$ cat src/rtl/analog_scan_pkg.sv
// Shared defaults and helpers for the analog pin-scan capture path.
// Also used by the scan drivers so both sides agree on slot layout.
package analog_scan_pkg;

   localparam int NUM_PINS_DEF = 6;
   localparam int ADC_W_DEF    = 10;
   localparam int CNT_W_DEF    = 16;
   localparam int IDX_W        = $clog2(NUM_PINS_DEF);

   // Bit offset of slot k inside a packed frame of w-bit samples.
   function automatic int slot_lsb(input int k, input int w = ADC_W_DEF);
      return k * w;
   endfunction

endpackage

$ cat src/rtl/analog_scan_capture_if.sv
// Sample-in / frame-out bus between the pin scan, the capture block and the host readout.
// master = stimulus/host side, slave = capture block.
interface analog_scan_capture_if
   import analog_scan_pkg::*;
#(
   parameter int NUM_PINS = NUM_PINS_DEF,
   parameter int DATA_W   = ADC_W_DEF,
   parameter int CNT_W    = CNT_W_DEF
);

   logic                         enable;
   logic [DATA_W-1:0]            sample_in;
   logic                         sample_valid;
   logic [NUM_PINS-1:0]          pin_sel;
   logic [NUM_PINS*DATA_W-1:0]   frame_out;
   logic                         frame_valid;
   logic                         frame_ready;
   logic                         overflow;
   logic                         clear_overflow;
   logic [CNT_W-1:0]             frame_count;

   modport master (
      output enable, sample_in, sample_valid, frame_ready, clear_overflow,
      input  pin_sel, frame_out, frame_valid, overflow, frame_count
   );

   modport slave (
      input  enable, sample_in, sample_valid, frame_ready, clear_overflow,
      output pin_sel, frame_out, frame_valid, overflow, frame_count
   );

endinterface

$ cat src/rtl/pin_onehot_decode.sv
// Slot index to one-hot analog pin select, gated by the scan enable.
// Output is either exactly one-hot or all zero.
module pin_onehot_decode #(
   parameter int NUM_PINS = 6,
   parameter int IDX_W    = 3
) (
   input  logic [IDX_W-1:0]    idx_i,
   input  logic                enable_i,
   output logic [NUM_PINS-1:0] pin_sel_o
);

   assign pin_sel_o = enable_i ? (NUM_PINS'(1) << idx_i) : '0;

endmodule

$ cat src/rtl/analog_scan_capture.sv
// Captures one sample per scan slot and presents each completed frame on a
// valid/ready register; frames arriving while the register is full are dropped.
module analog_scan_capture
   import analog_scan_pkg::*;
#(
   parameter int NUM_PINS = NUM_PINS_DEF,
   parameter int DATA_W   = ADC_W_DEF,
   parameter int CNT_W    = CNT_W_DEF
) (
   input  logic                  arduino_clk,
   input  logic                  reset,
   analog_scan_capture_if.slave  bus
);

   localparam int              IDXW     = $clog2(NUM_PINS);
   localparam int              FW       = NUM_PINS * DATA_W;
   localparam logic [IDXW-1:0] LAST_IDX = IDXW'(NUM_PINS - 1);

   logic [IDXW-1:0]  idx_q, idx_d;
   logic [FW-1:0]    buf_q, buf_d;
   logic [FW-1:0]    frame_q, frame_d;
   logic [FW-1:0]    cand;
   logic             valid_q, valid_d;
   logic             ovf_q, ovf_d;
   logic [CNT_W-1:0] frame_count_q, frame_count_d;
   logic             accept, complete, load;

   pin_onehot_decode #(
      .NUM_PINS (NUM_PINS),
      .IDX_W    (IDXW)
   ) u_decode (
      .idx_i     (idx_q),
      .enable_i  (bus.enable),
      .pin_sel_o (bus.pin_sel)
   );

   always_comb begin
      accept   = bus.enable & bus.sample_valid;
      complete = accept & (idx_q == LAST_IDX);
      load     = complete & (~valid_q | bus.frame_ready);

      // Last slot bypasses the buffer so the frame is ready the cycle after its final sample.
      cand = buf_q;
      cand[slot_lsb(NUM_PINS - 1, DATA_W) +: DATA_W] = bus.sample_in;

      idx_d = idx_q;
      buf_d = buf_q;
      if (accept) begin
         buf_d[slot_lsb(int'(idx_q), DATA_W) +: DATA_W] = bus.sample_in;
         idx_d = complete ? '0 : idx_q + IDXW'(1);
      end

      frame_d = load ? cand : frame_q;

      valid_d = valid_q;
      if (load)
         valid_d = 1'b1;
      else if (valid_q & bus.frame_ready)
         valid_d = 1'b0;

      // A drop in the same cycle as a clear must leave the flag set.
      ovf_d = ovf_q;
      if (complete & ~load)
         ovf_d = 1'b1;
      else if (bus.clear_overflow)
         ovf_d = 1'b0;

      frame_count_d = frame_count_q + CNT_W'(load);
   end

   always_ff @(posedge arduino_clk) begin
      if (reset) begin
         idx_q         <= '0;
         buf_q         <= '0;
         frame_q       <= '0;
         valid_q       <= 1'b0;
         ovf_q         <= 1'b0;
         frame_count_q <= '0;
      end else begin
         idx_q         <= idx_d;
         buf_q         <= buf_d;
         frame_q       <= frame_d;
         valid_q       <= valid_d;
         ovf_q         <= ovf_d;
         frame_count_q <= frame_count_d;
      end
   end

   assign bus.frame_out   = frame_q;
   assign bus.frame_valid = valid_q;
   assign bus.overflow    = ovf_q;
   assign bus.frame_count = frame_count_q;

endmodule
$ cat src/flat_wrapper.sv
// flat-port wrapper written by rule: the top's interface ports become plain ports
module analog_scan_capture_flat import analog_scan_pkg::*;
#(
   parameter int NUM_PINS = NUM_PINS_DEF,
   parameter int DATA_W   = ADC_W_DEF,
   parameter int CNT_W    = CNT_W_DEF
)
  (arduino_clk, reset, bus_enable, bus_sample_in, bus_sample_valid, bus_frame_ready, bus_clear_overflow, bus_pin_sel, bus_frame_out, bus_frame_valid, bus_overflow, bus_frame_count);
  analog_scan_capture_if #(.NUM_PINS(NUM_PINS), .DATA_W(DATA_W), .CNT_W(CNT_W)) bus_i ();
  input  logic arduino_clk;
  input  logic reset;
  input wire logic [$bits(bus_i.enable)-1:0] bus_enable;
  input wire logic [$bits(bus_i.sample_in)-1:0] bus_sample_in;
  input wire logic [$bits(bus_i.sample_valid)-1:0] bus_sample_valid;
  input wire logic [$bits(bus_i.frame_ready)-1:0] bus_frame_ready;
  input wire logic [$bits(bus_i.clear_overflow)-1:0] bus_clear_overflow;
  output wire logic [$bits(bus_i.pin_sel)-1:0] bus_pin_sel;
  output wire logic [$bits(bus_i.frame_out)-1:0] bus_frame_out;
  output wire logic [$bits(bus_i.frame_valid)-1:0] bus_frame_valid;
  output wire logic [$bits(bus_i.overflow)-1:0] bus_overflow;
  output wire logic [$bits(bus_i.frame_count)-1:0] bus_frame_count;
  assign bus_i.enable = bus_enable;
  assign bus_i.sample_in = bus_sample_in;
  assign bus_i.sample_valid = bus_sample_valid;
  assign bus_i.frame_ready = bus_frame_ready;
  assign bus_i.clear_overflow = bus_clear_overflow;
  assign bus_pin_sel = bus_i.pin_sel;
  assign bus_frame_out = bus_i.frame_out;
  assign bus_frame_valid = bus_i.frame_valid;
  assign bus_overflow = bus_i.overflow;
  assign bus_frame_count = bus_i.frame_count;
  analog_scan_capture #(.NUM_PINS(NUM_PINS), .DATA_W(DATA_W), .CNT_W(CNT_W)) u_core (.arduino_clk(arduino_clk), .reset(reset), .bus(bus_i));
endmodule
$ cat config.mk
export PLATFORM = sky130hd
export DESIGN_NAME = analog_scan_capture_flat
export DESIGN_NICKNAME = d
export VERILOG_FILES = /design/src/rtl/analog_scan_pkg.sv /design/src/rtl/analog_scan_capture_if.sv /design/src/rtl/pin_onehot_decode.sv /design/src/rtl/analog_scan_capture.sv /design/src/flat_wrapper.sv
export SDC_FILE = /design/constraint.sdc
export NUM_CORES = 1
export LEC_CHECK = 0
export CAP_MARGIN = 30
export CORE_ASPECT_RATIO = 1.5
export CORE_UTILIZATION = 45
export DETAILED_ROUTE_END_ITERATION = 6
export PLACE_DENSITY = 0.69
export SYNTH_ARGS = -nofsm -noshare
export SYNTH_HDL_FRONTEND = slang
export SYNTH_SLANG_ARGS = --single-unit
$ cat constraint.sdc
create_clock -name arduino_clk -period 5.6 [get_ports arduino_clk]
set_input_delay 1.12 -clock arduino_clk [delete_from_list [all_inputs] [get_ports arduino_clk]]
set_output_delay 1.12 -clock arduino_clk [all_outputs]
set_load 0.02 [all_outputs]
; Word level (Yosys, flattened, before mapping)
; Index checks and enable logic that the tools add are counted.
[word_totals]
register_bits = 141
output_inout_bits = 84
wordCells = 31
[op_classes]
shifts = 3
add_sub_neg = 3
n_reduce_logical = 2
mux = 7
multipliers = 1
n_bitwise = 8
eq_ne = 1
[ops]
columns = op, count
row1 = $bwmux 60, 1
row2 = $shift 10x33->60 const A, 1
row3 = $shiftx 10x33->60, 1
row4 = $neg 32->33, 1
row5 = $add 16x1->16, 1
row6 = $mul 3x3->6 const B, 1
row7 = $mux 6, 1
row8 = $shl 1x3->6 const A, 1
row9 = $and 1x1->1, 5
row10 = $mux 1, 4
row11 = $reduce_bool 2->1, 2
row12 = $add 3x1->3 const B, 1
row13 = $eq 3x3->1 const B, 1
row14 = $mux 3, 1
row15 = $not 1->1, 2
row16 = $or 1x1->1, 1

; Longest topological paths before layout
[depth]
depth_word = 6
ltp_mapped = 16
ltp_nobuf = 13

; Cells and area by module
; From an unflattened synthesis, not the netlist that was laid out.
[hier_totals]
hier_cells = 907
hier_area_um2 = 7260.7
[modules_own_cells]
columns = module, cells_per_inst, area_per_inst_um2, seq_area_each_um2, instances
row1 = analog_scan_capture, 901, 7185.6, 2622.5, 1
row2 = pin_onehot_decode, 6, 75.1, 0.0, 1

; Worst setup path before layout
; No wires, ideal clock.
[synth_path]
kind = reg-to-reg
start = register u_core.idx_q[2]
end = register u_core.buf_q[22]
synth_period_minus_slack_ns = 3.443
stages_incl_launch_ff = 17
path_slack_ns = 2.157
n_path_buf = 3
arrival_ns = 3.316
required_time_ns = 5.472
cell_sequence = dfxtp_1 -> ha_1 -> ha_1 -> inv_1 -> ha_1 -> clkbuf_1 -> or3_1 -> buf_2 -> nor2_1 -> ha_1 -> and3_1 -> clkbuf_1 -> o311ai_4 -> or3_1 -> o32a_1 -> mux2i_1 -> nor2_1
[synth_via]
elab_chain_len = 4
word_cells_on_any_way = 5
cone_classes = add/sub (1) / mul (1) / shift (2) / mux (1)
[synth_rtl]
columns = item, line_no
row1 = start: declaration, analog_scan_capture.sv:19  ; logic [IDXW-1:0] idx_q, idx_d;
row2 = start signal: assignment, analog_scan_capture.sv:80  ; idx_q <= idx_d;
row3 = $mul 3x3->6 (*), analog_scan_pkg.sv:12  ; return k * w;
row4 = $neg 32->33 (*), analog_scan_capture.sv:49  ; buf_d[slot_lsb(int'(idx_q), DATA_W) +: DATA_W] = bus.sample_in;
row5 = $shiftx 10x33->60 or $shift 10x33->60 (tied branches), analog_scan_capture.sv:49
row6 = $bwmux 60 (*), analog_scan_capture.sv:49
row7 = end signal: assignment, analog_scan_capture.sv:81  ; buf_q <= buf_d;
row8 = end: declaration, analog_scan_capture.sv:20  ; logic [FW-1:0] buf_q, buf_d;
; Mark *: on every way between the ends. The rest lies on a longest branch, timed or not.
; A chain may end at the register's enable or synchronous reset.

; Worst setup path in the final report
[layout_path]
start = register u_core.idx_q[0]
end = output bus_pin_sel[4]
[layout_via]
elab_chain_len = 2
[layout_rtl]
columns = item, line_no
row1 = $shl 1x3->6, pin_onehot_decode.sv:12  ; assign pin_sel_o = enable_i ? (NUM_PINS'(1) << idx_i) : '0;
row2 = $mux 6, pin_onehot_decode.sv:12
row3 = end: declaration, flat_wrapper.sv:17  ; output wire logic [$bits(bus_i.pin_sel)-1:0] bus_pin_sel;
; No other way between the ends.

==> out/results.tsv <==
stage	metric	value	unit
outcome	status	complete, no violations	
placement	DP Cell Count	1021	
yosys	top_reg_cell synth	dfxtp_1	
die	die width	99.2	µm
final_layout	Filler cells	1282	
yosys	Mapped Area	6380	µm²
placement	gp weighted congestion	0.922	
sta	clk_skew	0.0145	ns
setup_path	required time of the critical path	4.48	ns
setup_path	element type at the critical path end	output port	
setup_path	Critical Path Fanout Max	38	
yosys	post-synthesis average cell area	7.95	µm²
die	core box area	13700	µm²
detailed_routing	drt wl/cell	18.8	µm
detailed_routing	drt pass-1 iters	5	
power_and_ir_drop	leakage	2.82	nW
worst_hold_path	HP Class	flip-flop to flip-flop	
clock_network	CTS resizes	0	
run	Maximum Capacitance Violations	0	
detailed_routing	DRT iter0 DRCs	336	
sta	Sum Neg Setup Slack	0	ns
final_layout	Final nets	907	
setup_path	CP Launch Type	flip-flop	
yosys	Post-synth ARST share	0	%
power_and_ir_drop	Clock power frac	46.6	%
placement	hpwl dp	14.2	mm
die	Initial Utilization	46.7	%
clock_network	Worst-path clk slew	0.06	ns
clock_network	Clk Latency, worst-skew pair	0.42	ns
setup_path	critical path class	flip-flop to output port	
power_and_ir_drop	worst IR drop on VDD	206	µV
final_layout	Post-Layout Cell Count	1053	
power_and_ir_drop	combinational share of power	12.1	%
power_and_ir_drop	switching share of power	29.3	%
setup_path	Worst Setup EP	bus_pin_sel[4]	
clock_network	# hold bufs at CTS	0	
final_layout	area of the multi-input gates	3490	µm²
setup_path	r2r startpoint	u_core.idx_q[2]	
die	Die H	148	µm
sta	Peak Freq	238	MHz
yosys	syn_nets	832	
setup_path	CP arrival	3.08	ns
sta	RSZ-0062 raised after global routing	no	
detailed_routing	vias	5980	
final_layout	sequential cell area	2620	µm²
placement	port bufs	99	
die	Die Footprint	14700	µm²
final_layout	most common cell after layout, fill and taps aside	nand2_1	
clock_network	clock tree sinks	131	
detailed_routing	routed vias/inst	5.68	
clock_network	clk buf depth	2	
sta	hold slack	0.452	ns
global_routing	initial antenna violation count	0	
yosys	number of flops mapped to enable cells by yosys	0	
detailed_routing	post-route ant nets	0	
global_routing	first-pass GRT wire length	31.0	mm
global_routing	Global Route Usage Sum	27.5	%
final_layout	highest-count cells in the layout ignoring fill and taps	nand2_1, dfxtp_1, clkdlybuf4s50_1	
global_routing	grt ovf	0	
sta	Final min period	4.20	ns
clock_network	TritonCTS buffer count	17	
setup_path	reg2reg setup slack	1.66	ns
detailed_routing	drt total wl	19.8	mm
sta	Worst-Margin Slew	0.903	ns
yosys	#FFs+latches synth	131	
sta	Pins Over Slew Limit	0	
clock_network	H-tree depth	4	
die	Top Ports	100	
yosys	register area share after synthesis	41.1	%
final_layout	Layout area overhead	25.5	%
power_and_ir_drop	Sw Pwr	0.000665	W
power_and_ir_drop	cell-internal power	0.00160	W
sta	relative slew slack	39.8	%
sta	Final Cycle Share	75.0	%
yosys	synth warn	0	
global_routing	vias in the first global route	5754	
final_layout	number of antenna diodes	0	
setup_path	Crit Reg-Reg Endpoint	u_core.buf_q[4]	
sta	# setup viols final	0	
setup_path	worst setup path start	u_core.idx_q[0]	
yosys	Cell variety after synth	57	
power_and_ir_drop	sequential power share	41.3	%
clock_network	post-CTS setup buffer count	0	
die	row count	52	
sta	Final Hold Fails	0	
final_layout	share of cells above drive strength 1	6.51	%
setup_path	r2r worst-path depth	10	
global_routing	largest net degree at the start of global routing	76	
power_and_ir_drop	pwr/cell area	283	nW/µm²
clock_network	CTS tree	yes	
detailed_routing	Post-route DRC	0	
clock_network	CTS root buf	clkbuf_16	
yosys	synthesized instance count	803	
[synth_stat cells, drive strengths merged, types with 3 or more instances]
library cell	number	area share (%)
o22ai	18	1.8
and2	6	0.59
dfxtp	131	41
and3	5	0.49
o2bb2ai	4	0.55
clkbuf	39	2.3
a22oi	9	1.1
nand2	155	9.1
nor3b	6	0.78
a21oi	82	6.4
or3	5	0.49
nand3	19	1.5
xor2	11	1.5
o211ai	3	0.35
mux2i	50	7.8
nand2b	27	2.8
nor3	15	1.2
nor2	93	5.5
nor4	3	0.29
xnor2	7	0.96
nor2b	6	0.59
inv	11	0.65
o21ai	19	1.5
buf	15	1.1
nand4	7	0.69
ha	13	2.5
mux2	5	0.88
a211oi	6	0.71
[registers in the layout, summed over array words and instances (netlist names)]
| register | count |
|---|---|
| u_core.bus.frame_count | 16 |
| u_core.buf_q | 50 |
| u_core.idx_q | 3 |
| u_core.bus.frame_out | 60 |
| u_core.bus.overflow | 1 |
| u_core.bus.frame_valid | 1 |
[per-layer routing]
layer  track usage (%)  up-vias  wire, µm
met5                 0        -         0
met4              12.6        0       660
met3              4.87       36       939
met2              47.8      195      9990
met1              32.7     2831      8170
li1                  -     2918         -
[stage by stage]
stage                     utilization, %  cell area, µm²  worst slack, ns  power, W
after floorplan                        -            6380             2.16   0.00114
after global placement              54.5            7440             1.80   0.00123
after detailed placement            54.5            7440             1.70   0.00123
after CTS                           58.6            8010             1.40   0.00229
after global routing                58.6            8010             1.25   0.00235
final                               58.6            8010             1.40   0.00227
[worst min path at each step]
stage / start / to / slack (ns) / cells after the start
floorplan: u_core.buf_q[12] / u_core.bus.frame_out[12] / 0.43 / 2
global placement: u_core.buf_q[40] / u_core.bus.frame_out[40] / 0.44 / 2
detailed placement: u_core.buf_q[43] / u_core.bus.frame_out[43] / 0.44 / 2
CTS: u_core.bus.frame_out[41] / u_core.bus.frame_out[41] / 0.46 / 2
global route: u_core.buf_q[26] / u_core.bus.frame_out[26] / 0.47 / 2
finish: u_core.buf_q[31] / u_core.bus.frame_out[31] / 0.45 / 2
[power groups by stage]
| stage | clock network [W] | registers, W | logic (W) |
|---|---|---|---|
| floorplan | 0 | 0.000958 | 0.000177 |
| global placement | 0 | 0.000958 | 0.000271 |
| detailed placement | 0 | 0.000958 | 0.000269 |
| CTS | 0.00108 | 0.000937 | 0.000271 |
| global route | 0.00112 | 0.000937 | 0.000292 |
| finish | 0.00106 | 0.000937 | 0.000275 |
[cell families after synthesis]
logic type                 share of synthesized area [%]
AOI/OAI and AO/OA                                   16.0
xor gates and xnor gates                            2.47
adders and majority gates                           2.55
buffers and inverters                               4.14
DFF                                                 41.1
muxes                                               8.73
and+or+nand+nor                                     25.0
[critical path, stage by stage, from the launching register on]
cell	delay [ns]
dfxtp_1	0.33
buf_4	0.38
clkinv_1	0.42
ha_1	0.64
and3_1	0.34
clkdlybuf4s50_1	0.54
[area by class of cell]
class                           instances  share of cell area (%)
Clock buffer                           17                    5.31
Clock inverter                         15                    1.78
Inverter                               13                   0.609
Multi-Input combinational cell        605                    43.6
Sequential cell                       131                    32.8
Tap cell                              162                    2.53
Timing Repair Buffer                  110                    13.4
Note: power is estimated with default switching activity, not from simulation.
